<file path="config.mk">
export PLATFORM = sky130hd
export DESIGN_NAME = wallace_acc
export DESIGN_NICKNAME = d
export VERILOG_FILES = /design/src/rtl/wallace_acc.sv
export SDC_FILE = /design/constraint.sdc
export NUM_CORES = 1
export LEC_CHECK = 0
export CAP_MARGIN = 10
export CORE_AREA = 10 10 108 86
export CTS_BUF_LIST = sky130_fd_sc_hd__clkbuf_8
export CTS_CLUSTER_SIZE = 30
export DETAILED_ROUTE_END_ITERATION = 12
export DIE_AREA = 0 0 118 96
export PLACE_DENSITY = 0.86
export SYNTH_ARGS = -nofsm -noshare
export SYNTH_HDL_FRONTEND = slang
export SYNTH_SLANG_ARGS = --single-unit
</file>
<file path="constraint.sdc">
create_clock -name clock -period 2.5 [get_ports clock]
set_input_delay 0.5 -clock clock [delete_from_list [all_inputs] [get_ports clock]]
set_output_delay 0.5 -clock clock [all_outputs]
set_load 0.03 [all_outputs]
</file>
<file path="src/rtl/wallace_acc.sv">
// Accumulation stage behind wallaceTree: sign-extends each 16-bit partial sum,
// accumulates a programmed number of beats and hands the result out on valid/ready.
module wallace_acc #(
  parameter int ACC_W = 32,
  parameter int LEN_W = 8
) (
  input  logic             clock,
  input  logic             reset,
  input  logic             io_start,
  input  logic [LEN_W-1:0] io_len,
  input  logic             io_in_valid,
  output logic             io_in_ready,
  input  logic [15:0]      io_in_data,
  output logic             io_out_valid,
  input  logic             io_out_ready,
  output logic [ACC_W-1:0] io_out_data,
  output logic             io_out_ovf,
  output logic             io_busy
);

  typedef enum logic [1:0] {
    IDLE = 2'd0,
    ACC  = 2'd1,
    OUT  = 2'd2
  } state_t;

  state_t                  state_q;
  state_t                  state_d;
  logic signed [ACC_W-1:0] acc_q;
  logic [LEN_W-1:0]        cnt_q;
  logic                    ovf_q;

  logic signed [ACC_W-1:0] addend;
  logic signed [ACC_W-1:0] sum;
  logic                    start_acc;
  logic                    beat_acc;

  function automatic logic signed [ACC_W-1:0] sext_beat(input logic [15:0] x);
    return {{(ACC_W-16){x[15]}}, x};
  endfunction

  // Two's complement overflow: operands agree in sign but the wrapped sum does not.
  function automatic logic add_ovf(input logic signed [ACC_W-1:0] a,
                                   input logic signed [ACC_W-1:0] b,
                                   input logic signed [ACC_W-1:0] s);
    return (a[ACC_W-1] == b[ACC_W-1]) && (s[ACC_W-1] != a[ACC_W-1]);
  endfunction

  assign addend    = sext_beat(io_in_data);
  assign sum       = acc_q + addend;
  assign start_acc = (state_q == IDLE) && io_start;
  assign beat_acc  = (state_q == ACC) && io_in_valid;

  always_comb begin
    state_d = state_q;
    case (state_q)
      IDLE: if (io_start) state_d = (io_len == '0) ? OUT : ACC;
      ACC:  if (io_in_valid && (cnt_q == LEN_W'(1))) state_d = OUT;
      OUT:  if (io_out_ready) state_d = IDLE;
      default: state_d = IDLE;
    endcase
  end

  always_ff @(posedge clock) begin
    if (!reset) begin
      state_q <= IDLE;
      acc_q   <= '0;
      cnt_q   <= '0;
      ovf_q   <= 1'b0;
    end else begin
      state_q <= state_d;
      if (start_acc) begin
        acc_q <= '0;
        ovf_q <= 1'b0;
        cnt_q <= io_len;
      end else if (beat_acc) begin
        acc_q <= sum;
        cnt_q <= cnt_q - LEN_W'(1);
        ovf_q <= ovf_q | add_ovf(acc_q, addend, sum);
      end
    end
  end

  assign io_in_ready  = (state_q == ACC);
  assign io_out_valid = (state_q == OUT);
  assign io_out_data  = acc_q;
  assign io_out_ovf   = ovf_q;
  assign io_busy      = (state_q != IDLE);

endmodule
</file>
Yosys cells after proc, flatten, opt, wreduce, memory -nomap -nowiden
Cells that the tools add are included.

Flip-flop bits (word level): 43. Bits in latches: 0. RAM bits: 0. ROM bits: 0. Bits of input ports: 29. Output and inout port bits: 36. Word-level logic and storage cells: 33. Memories kept: 0.

Add/subtract/negate cells: 2. Multiply operators: 0. Div/mod/pow operators: 0. Order comparisons: 0. Equal/unequal tests: 8. Shift operators: 0. Multiplexer cells: 7. Bitwise gates (word level): 2. Reduce and logical (&&, ||, !) cells: 10.

Operators by type and width (number): 32-bit by 16-bit adder with 32-bit output (1); 8-bit 2-to-1 mux (2); 8-bit by 1-bit == test with 1-bit output (second input constant) (1); 8-bit zero test (1); 2-bit 2-to-1 mux (4); 8-bit by 1-bit subtractor with 8-bit output (second input constant) (1); 2-bit case mux with 3 select lines (1); 1-bit logical AND (4); 2-bit by 1-bit inequality test with 1-bit output (second input constant) (2); 2-bit nonzero test (2); 3-bit AND reduction (1); 2-bit by 1-bit == test with 1-bit output (second input constant) (1); 2-bit == test (second input constant) (1); 2-bit zero test (1); 2-bit inequality test (second input constant) (1); 2-bit OR reduction (1); 1-bit == test (1); 1-bit inequality test (1); 1-bit NOT (1); 1-bit bitwise OR (1).

Logic depth before layout (Yosys ltp)
Depth in word-level cells: 4. Depth in mapped cells: 11. Mapped depth without buffers: 11.

Least setup slack after synthesis
No wires, ideal clock.

Path kind: input-to-reg. Start point: input port io_in_data[0]. End point: register acc_q[30] (netlist: io_out_data[30]). Data arrival time: 2424 ps. Data required time: 2380 ps. Setup slack: -44 ps. Stages on the path: 11. Path buffers: 0. Cells stage by stage: ha_1 -> fa_1 -> a21oi_1 -> o211ai_1 -> nand4_1 -> nand3_2 -> o31ai_4 -> o221ai_2 -> a221oi_2 -> or4_1 -> nand3_1.

Cells in the longest elaborated chain, start to end: 1.

Ends and longest elaborated chain: from (decl) (RTL line 13) `input logic [15:0] io_in_data,`; 32-bit by 16-bit adder with 32-bit output (RTL line 50) `assign sum = acc_q + addend;`; to (signal assigned) (RTL line 77) `acc_q <= sum;`; to (decl) (RTL line 29) `logic signed [ACC_W-1:0] acc_q;`.

Every way passes these cells. A chain may end at the register's enable or synchronous reset.

Worst setup path in the final report
Start point: register acc_q[0] (netlist: io_out_data[0]). End point: register acc_q[6] (netlist: io_out_data[6]).

Cells in the longest elaborated chain, start to end: 1.

Ends and longest elaborated chain (RTL line): 32-bit by 16-bit adder with 32-bit output (50).

Every way passes these cells.

==> reports/metrics.csv <==
metric,value,unit
status,"finished, violations left",
failing checks,negative setup slack,
GRT Util Overall,0.2158,
achievable frequency,0.3977,GHz
GPL Wtd Cong,0.9386,
Port Buf Inserts,64,
Syn Area/Cell,7.513,um2
Post-Synthesis Cells,452,
pin count of the biggest net entering global routing,35,
Max clock buf depth,2,
PD cells,643.2,mW/mm2
hold_ws,0.4572,ns
Comb pwr share,0.584,
Detailed Place HPWL,8841,um
NumNets Final,689,
die extent in y,96,um
Worst Skew,0.01500,ns
initial antenna violation count,0,
final setup violation count,1,
row count,27,
Pleak,2.274,nW
CP max stage delay,0.37,ns
Critical Path Fanout Max,2,
final worst slack,-0.01444,ns
cell mode on critical path,buf_4,
CTS Sinks,43,
Syn Nets,515,
yosys warns,0,
via count,4301,
worst slew pin tran,0.5674,ns
Worst VDD drop,488.0,uV
MaxCap Viol Count,0,
clk slew on worst S/H paths,0.09,ns
Psw,1.570,mW
WP data arrival,2.77,ns
"Seq/Total Area, Yosys",0.2535,
diode count,0,
unrepaired setup endpoints after global routing,yes,
asr flop ratio synth,0,
Netlist cell types,56,
P&R area growth vs syn,65.95,%
DP Area,0.004906,mm2
core area,0.007162,mm2
Final Critical Period,2.514,ns
fin area,0.005635,mm2
CTS Buf Count,5,
post-route antenna net violation count,0,
I/O pins,65,
"Slew Viols, Final",0,
Clock Power Share,0.160,
TritonCTS clock tree,yes,
first-pass GRT wire length,20390,um
hold buffers post-CTS,0,
grt ovf,0,
final worst-path cycle share,1.006,
Net Sw Frac,0.4332,
1st-pass router iterations,5,
worst path required time,2.75,ns
Via density,5.908,
Critical-path top delay cell,dfxtp_2,
Clock Latency Late Sink,0.32,ns
Routed wire per std cell,18.33,um
Total Wirelength,13340,um
CP cell instances,ha_4 > fa_2 > a21oi_4 > buf_4 > buf_4 > buf_4 > buf_4 > buf_4 > buf_4 > buf_4 > buf_4 > o21ai_2 > a21oi_1 > xnor2_1 > nand2_1 > a21oi_2,
# DRC,0,
clk root buf,clkbuf_8,
Initial Utilization,0.4741,
layout cells sized above 1,0.3509,
CP endpoint kind,flip-flop,
Yosys reg bits,43,
H-tree depth,2,
"EDFF count, synth",0,
relative max-transition margin,0.6218,
Chip Width,118,um
die area,0.01133,mm2
Hold Crit Class,flip-flop to flip-flop,
number of global-route vias before repair,4244,
Fin. Hold Viols,0,
startpoint types,flip-flop,
Reg power frac,0.256,
Mapped Area,0.003396,mm2
"Primary FF master, synth",dfxtp_1,
critical path type,flip-flop to flip-flop,
Iteration-0 DRC Markers,330,
P_int,2.054,mW
[stage by stage]
step | setup WS, ns | total power, mW | setup TNS, ns | std cells | util
after CTS | -0.02288 | 3.447 | -0.02881 | 719 | 0.7621
after detailed placement | -0.6562 | 2.726 | -10.23 | 697 | 0.6850
after global placement | -0.6323 | 2.658 | -8.788 | 697 | 0.6850
after floorplan | 0.003092 | 1.960 | 0 | 452 | -
after global routing | -0.08755 | 3.812 | -0.4430 | 728 | 0.7869
final | -0.01444 | 3.625 | -0.01444 | 728 | 0.7869
[area by class of cell]
type,count,area [um2]
well taps,101,126.4
multi-input cells,378,2899
repair buffers,187,1588
clock inverters,3,43.79
clock buffers,5,68.82
fillers,454,1526
flip-flops and latches,43,868.3
inverters,11,41.29
[Yosys cell counts, drive strengths merged, types with 2 or more instances]
| library cell | n | area share |
|---|---|---|
| a21o | 7 | 0.015 |
| a2111oi | 2 | 0.011 |
| inv | 11 | 0.012 |
| a31oi | 5 | 0.014 |
| nor2 | 40 | 0.044 |
| nor4 | 2 | 0.0037 |
| nand3 | 22 | 0.034 |
| clkbuf | 16 | 0.018 |
| or4 | 2 | 0.0044 |
| nand4 | 10 | 0.018 |
| and3 | 4 | 0.0074 |
| a21boi | 2 | 0.0044 |
| o31ai | 3 | 0.016 |
| ha | 33 | 0.12 |
| xnor2 | 13 | 0.034 |
| nand2 | 70 | 0.078 |
| a221oi | 2 | 0.0070 |
| or3 | 8 | 0.015 |
| a21oi | 66 | 0.098 |
| o211ai | 6 | 0.013 |
| o21bai | 4 | 0.0088 |
| nand2b | 3 | 0.0055 |
| nor3 | 8 | 0.015 |
| and2 | 2 | 0.0037 |
| dfxtp | 43 | 0.25 |
| buf | 4 | 0.0077 |
| xor2 | 11 | 0.028 |
| nor3b | 2 | 0.0044 |
| a211oi | 5 | 0.013 |
| o21ai | 27 | 0.041 |
| nor2b | 6 | 0.011 |
[state kept, by name (all words and copies together), names as in the netlist]
name,cells
state_q,2
cnt_q,8
io_out_data,32
io_out_ovf,1
[critical path: cells and delay by family, from the launching register on]
| kind | cells | cell delay [ns] |
|---|---|---|
| AO/OA/AOI/OAI | 4 | 0.42 |
| AND/OR/NAND/NOR | 1 | 0.09 |
| adder cells (fa/ha/maj) | 2 | 0.37 |
| flip-flops | 1 | 0.37 |
| buffers and inverters | 8 | 1.01 |
| XOR/XNOR | 1 | 0.18 |
[kinds of logic after synthesis]
family,count (synthesis),share of synthesized area
AO/OA/AOI/OAI,137,0.2646
XOR/XNOR,24,0.06190
adder cells (fa/ha/maj),34,0.1275
buffers and inverters,31,0.03758
flip-flops,43,0.2535
multiplexers,1,0.002948
AND/OR/NAND/NOR,182,0.2520
[per-layer routing]
metal / track usage / routed length (um)
met4: 0.08214 / 489
met3: 0.04503 / 1000
met5: 0 / 0
met2: 0.3893 / 6433
met1: 0.2509 / 5420
[path summary, 6_finish.rpt]
kind | from | to | depth (start not counted) | slack (ns)
setup / recovery | io_out_data[0] | io_out_data[6] | 16 | -0.01
hold / removal | io_out_ovf | io_out_ovf | 2 | 0.46
setup reg to reg | io_out_data[0] | io_out_data[6] | 16 | -0.01
hold reg to reg | io_out_ovf | io_out_ovf | 2 | 0.46
[power by group through the flow]
stage | clock, mW | combinational [mW] | sequential (mW)
5_1_grt | 0.605 | 2.26 | 0.942
3_3_place_gp | 0 | 1.75 | 0.907
3_5_place_dp | 0 | 1.81 | 0.918
4_1_cts | 0.574 | 1.95 | 0.918
2_1_floorplan | 0 | 0.953 | 1.01
6_report | 0.579 | 2.12 | 0.928
[layout by cell type, fill, tap and decap left out, types with 4 or more instances in the layout]
master and n:
o211ai_1 6, nand4_1 10, xor2_1 11, dlygate4sd2_1 8
nor2_2 4, clkbuf_8 5, nand2_1 68, nor3_1 5
o21ai_0 13, a21oi_1 49, or3_1 8, buf_6 5
nor2_1 36, dfxtp_2 6, ha_4 23, nor2b_1 5
a21oi_2 14, ha_1 8, a211oi_1 4, inv_1 11
nand3_1 19, a21o_1 7, o21ai_1 8, clkdlybuf4s50_1 48
dfxtp_1 37, o21ai_2 6, o21bai_1 4, buf_4 115
xnor2_1 12
[repair_timing]
action / in CTS / in global routing
buffers inserted: 14 / 9
pin swaps: 37 / 39
endpoints found under the setup margin: 19 / 16
gates resized for setup: 75 / 36
Note: power is estimated with default switching activity, not from simulation.
